$ cat src/rtl/vdp_gfx_render.sv
// rtl/vdp_gfx_render.sv - TMS9918-style Graphics I/II pattern renderer, fixed 4-edge pipeline
// Reads name, pattern and color tables in sequence; timing bits ride alongside the pixel.
module vdp_gfx_render #(
  parameter int HSHIFT = 0,
  parameter int VSHIFT = 2,
  parameter int X0     = 0,
  parameter int Y0     = 0,
  parameter int COL_W  = 11,
  parameter int ROW_W  = 10
) (
  input  logic             pxclk,
  input  logic             reset_n,
  input  logic             hsync_in,
  input  logic             vsync_in,
  input  logic             active_in,
  input  logic [COL_W-1:0] col_in,
  input  logic [ROW_W-1:0] row_in,
  input  logic             mode_in,
  input  logic [3:0]       backdrop_in,
  input  logic             blank_in,
  output logic [9:0]       name_raddr,
  input  logic [7:0]       name_rdata,
  output logic [12:0]      pattern_raddr,
  input  logic [7:0]       pattern_rdata,
  output logic [12:0]      color_raddr,
  input  logic [7:0]       color_rdata,
  output logic             hsync_out,
  output logic             vsync_out,
  output logic             active_out,
  output logic [3:0]       pix_color
);

  // timing bit order in every stage: {hsync, vsync, active}
  logic [10:0] x_full, y_full;
  logic        f1_d;
  logic [7:0]  x1_d, y1_d;
  logic [2:0]  t1_d;

  logic [7:0]  x1_q, y1_q;
  logic        f1_q;
  logic [2:0]  t1_q;
  logic [2:0]  x2_q;
  logic [7:0]  y2_q;
  logic        f2_q;
  logic [2:0]  t2_q;
  logic [2:0]  x3_q;
  logic        f3_q;
  logic [2:0]  t3_q;
  logic [3:0]  sel4_d, sel4_q;
  logic        f4_q;
  logic [2:0]  t4_q;
  logic [3:0]  pix_d, pix_q;
  logic [2:0]  tout_q;

  logic        vs_prev_q;
  logic        vs_rise;
  logic        mode_q, blank_q;
  logic [3:0]  bd_q;

  always_comb begin
    x_full = 11'(col_in >> HSHIFT) - 11'(X0);
    y_full = 11'(row_in >> VSHIFT) - 11'(Y0);
    f1_d   = active_in && (x_full[10:8] == 3'b000) && (y_full[10:8] == 3'b000)
             && (y_full[7:0] <= 8'd191);
    x1_d   = x_full[7:0];
    // Outside the field, y is folded below 64 so GII never addresses past the third bank.
    y1_d   = f1_d ? y_full[7:0] : {2'b00, y_full[5:0]};
    t1_d   = {hsync_in, vsync_in, active_in};
  end

  assign vs_rise = vsync_in & ~vs_prev_q;

  always_ff @(posedge pxclk or negedge reset_n) begin
    if (!reset_n) begin
      vs_prev_q <= 1'b0;
      mode_q    <= 1'b0;
      bd_q      <= 4'd0;
      blank_q   <= 1'b0;
    end else begin
      vs_prev_q <= vsync_in;
      if (vs_rise) begin
        mode_q  <= mode_in;
        bd_q    <= backdrop_in;
        blank_q <= blank_in;
      end
    end
  end

  assign name_raddr = {y1_q[7:3], x1_q[7:3]};

  always_comb begin
    if (mode_q) begin
      pattern_raddr = {y2_q[7:6], name_rdata, y2_q[2:0]};
      color_raddr   = {y2_q[7:6], name_rdata, y2_q[2:0]};
    end else begin
      pattern_raddr = {2'b00, name_rdata, y2_q[2:0]};
      color_raddr   = {8'b0, name_rdata[7:3]};
    end
  end

  always_comb begin
    sel4_d = pattern_rdata[3'd7 - x3_q] ? color_rdata[7:4] : color_rdata[3:0];
    pix_d  = 4'd0;
    if (t4_q[0]) begin
      // Transparent (0) and blanked pixels both fall through to the backdrop.
      if (!f4_q || blank_q || (sel4_q == 4'd0)) pix_d = bd_q;
      else                                     pix_d = sel4_q;
    end
  end

  always_ff @(posedge pxclk or negedge reset_n) begin
    if (!reset_n) begin
      x1_q   <= 8'd0;
      y1_q   <= 8'd0;
      f1_q   <= 1'b0;
      t1_q   <= 3'd0;
      x2_q   <= 3'd0;
      y2_q   <= 8'd0;
      f2_q   <= 1'b0;
      t2_q   <= 3'd0;
      x3_q   <= 3'd0;
      f3_q   <= 1'b0;
      t3_q   <= 3'd0;
      sel4_q <= 4'd0;
      f4_q   <= 1'b0;
      t4_q   <= 3'd0;
      pix_q  <= 4'd0;
      tout_q <= 3'd0;
    end else begin
      x1_q   <= x1_d;
      y1_q   <= y1_d;
      f1_q   <= f1_d;
      t1_q   <= t1_d;
      x2_q   <= x1_q[2:0];
      y2_q   <= y1_q;
      f2_q   <= f1_q;
      t2_q   <= t1_q;
      x3_q   <= x2_q;
      f3_q   <= f2_q;
      t3_q   <= t2_q;
      sel4_q <= sel4_d;
      f4_q   <= f3_q;
      t4_q   <= t3_q;
      pix_q  <= pix_d;
      tout_q <= t4_q;
    end
  end

  assign hsync_out  = tout_q[2];
  assign vsync_out  = tout_q[1];
  assign active_out = tout_q[0];
  assign pix_color  = pix_q;

endmodule
$ cat config.mk
export PLATFORM = sky130hd
export DESIGN_NAME = vdp_gfx_render
export DESIGN_NICKNAME = d
export VERILOG_FILES = /design/src/rtl/vdp_gfx_render.sv
export SDC_FILE = /design/constraint.sdc
export NUM_CORES = 1
export LEC_CHECK = 0
export ABC_AREA = 1
export BUFFER_PORTS_ARGS = -buffer_cell sky130_fd_sc_hd__buf_2
export CAP_MARGIN = 20
export CORE_AREA = 2 2 71 73
export CTS_BUF_LIST = sky130_fd_sc_hd__clkbuf_4
export DETAILED_ROUTE_END_ITERATION = 8
export DIE_AREA = 0 0 73 75
export PLACE_DENSITY = 0.88
export SKIP_LAST_GASP = 1
export SLEW_MARGIN = 20
export SYNTH_ARGS = -nofsm -noshare
export SYNTH_HDL_FRONTEND = slang
export SYNTH_SLANG_ARGS = --single-unit
$ cat constraint.sdc
create_clock -name pxclk -period 1.2 [get_ports pxclk]
set_input_delay 0.24 -clock pxclk [delete_from_list [all_inputs] [get_ports pxclk]]
set_output_delay 0.24 -clock pxclk [all_outputs]
set_load 0.005 [all_outputs]
==> out/qor.txt <==
outcome: finished with violations
violated checks: setup timing
global-route wire length before repair: 6400 µm
drt first pass iters: 4
via count of the routed design: 1517
RSZ-0062 raised after global routing: yes
Post-Syn Nets: 235
Final setup viols: 15
layout cells sized above 1: 0.478
headroom to the max-slew limit: 0.803
critical path arrival: 1.34 ns
CP Max Fanout: 8
Storage cell area: 1500 µm²
PortBufs: 96
Final ANT Viol Nets: 0
Setup TNS: -5.00 ns
DP HPWL: 2730 µm
core area: 4660 µm²
dpl cell area: 2600 µm²
initial core utilization: 0.472
Final Cell Area: 2980 µm²
Total Wirelength: 4070 µm
Leak: 0.00167 µW
clk root buf: clkbuf_4
Worst Max-Slew Pin Slew: 0.296 ns
routed len/inst: 11.9 µm
P&R area growth vs syn: 35.4%
max cap viols: 0
Worst-path clk slew: 0.09 ns
area taken by multi-input logic gates: 445 µm²
Overflow after GRT: 0
Seq cells post-synth: 60
Max clock buf depth: 2
syn avg cell area: 12.3 µm²
Combinational Power Share: 0.136
Post-Syn Area: 2200 µm²
clk sinks: 60
CP endpoint kind: primary output
Sequential Power Share: 0.541
crit-path leading delay family: flip-flops
GP Congestion: 0.868
pre-CTS setup slack: -0.0308 ns
clock network power share: 0.324
Buffers & Inverters on Critical Path: 1
Antenna Cells: 0
Sw Pwr: 960 µW
Yosys cell types: 15
register area share after synthesis: 0.683
P_int: 3140 µW
Final WS setup: -0.384 ns
vias per cell: 4.42
die span in y: 75 µm
commonest non-fill, non-tap cell in the layout: buf_2
Hold/Removal Path Class: input pin to flop
Syn Inst Count: 179
clock buffer count from CTS: 9
switch share: 0.234
Design Power: 4100 µW
max incr delay on CP: 0.51 ns
fin. max-slew vios: 0
hold path startpoint: color_rdata[3]
die area: 5480 µm²
die width: 73 µm
FP Rows: 25
Ports: 99
nets: 340
worst path cell trace: mux2_4, buf_6
worst setup path start: mode_q
most frequent cells in the layout: buf_2 (91), dfrtp_1 (59), nand2_1 (27)
slowest stage cell, crit path: dfrtp_2
H-Tree Depth: 3
WP data required: 0.96 ns
number of global-route vias before repair: 1495
initial DRC count: 42
skew final: 0.00937 ns
Tcrit/Tclk final: 1.32
fin crit period: 1.58 ns
Layout fillers: 371
total global-route track usage: 0.163
CTS tree: built
peak supply drop: 990 µV
antenna violations before repair: 0
crit start category: flop
Worst-Skew Late Latency: 0.38 ns
final hold violation count: 0
Fmax: 631 MHz
pin count of the biggest net entering global routing: 61
power per cell area: 1380 nW/µm²
Ys Warns: 0
number of remaining DRC errors: 0
CP Class: flop to primary output
r2r startpoint: x3_q[0]
[flip-flops by register name, summed over array words and instances, names as in the netlist]
register	count
f1_q	1
sel4_q	4
f2_q	1
f4_q	1
t2_q	3
blank_q	1
bd_q	4
pix_color	4
t3_q	3
f3_q	1
y2_q	5
x1_q	8
t4_q	3
y1_q	8
tout_q	3
x2_q	3
x3_q	3
t1_q	3
mode_q	1
[stage by stage]
stage                     hold WS (ns)  utilization  instances
after floorplan                -0.0556            -        179
after global placement           0.264        0.558        308
after detailed placement         0.260        0.558        308
after CTS                       0.0235        0.637        342
after global routing            0.0221        0.639        343
final                           0.0585        0.639        343
[final cells by class]
class | count | area share
clock buffers | 11 | 0.0277
multi-input cells | 70 | 0.150
well taps | 54 | 0.0227
repair buffers | 118 | 0.247
flip-flops and latches | 60 | 0.504
clock inverters | 5 | 0.0176
inverters | 25 | 0.0315
[per-layer routing]
metal	track usage	part of all wire	up-vias
li1	-	-	739
met1	0.163	0.35	718
met2	0.281	0.57	54
met3	0.0937	0.071	6
met4	0.0658	0.0091	0
met5	0	0	-
[cells in the mapped netlist (all sizes together)]
master  number  area (µm²)
nand3       11         100
mux2        11         124
o21ai        4        20.0
a21oi        4        20.0
nand2       29         116
nor2        11        43.8
inv         25        93.8
buf         24         180
dfrtp       60        1500
[worst paths after layout]
path,to,slack [ns],cells past startpoint
max in group asynchronous,mode_q,0.56,3
hold reg to reg,t3_q[1],0.35,0
setup reg to reg,sel4_q[2],0.13,7
hold / removal,sel4_q[3],0.06,3
min in group asynchronous,pix_color[0],0.38,3
setup / recovery,color_raddr[1],-0.38,2
[what timing repair did]
item,in CTS,in global routing
setup buffers,0,1
hold buffers,18,0
resized for setup,11,1
endpoints found under the setup margin,15,19
pin swaps,1,1
hold endpoints to repair,77,0
[worst register-to-register path: stages, from the launching register on]
cell	delay, ns
dfrtp_1	0.43
inv_2	0.07
nand2_1	0.07
nand3_2	0.08
nand3_4	0.12
nand2_4	0.06
nand2_1	0.06
nand2_1	0.06
[cells by family (layout without fill, tap and decap cells)]
kind of cell,count (synthesis),count (layout),share of synthesized area
simple gates,51,51,0.118
compound gates,8,8,0.0182
flops,60,60,0.683
buf+inv,49,159,0.125
mux,11,11,0.0563
[power by group through the flow]
| stage | Sequential [µW] | Clock (µW) | Combinational, µW |
|---|---|---|---|
| 2_1_floorplan | 2240 | 0 | 246 |
| 3_3_place_gp | 2250 | 0 | 441 |
| 3_5_place_dp | 2250 | 0 | 458 |
| 4_1_cts | 2220 | 1380 | 547 |
| 5_1_grt | 2240 | 1470 | 620 |
| 6_report | 2220 | 1330 | 556 |
Power figures use the tool's default switching activity.
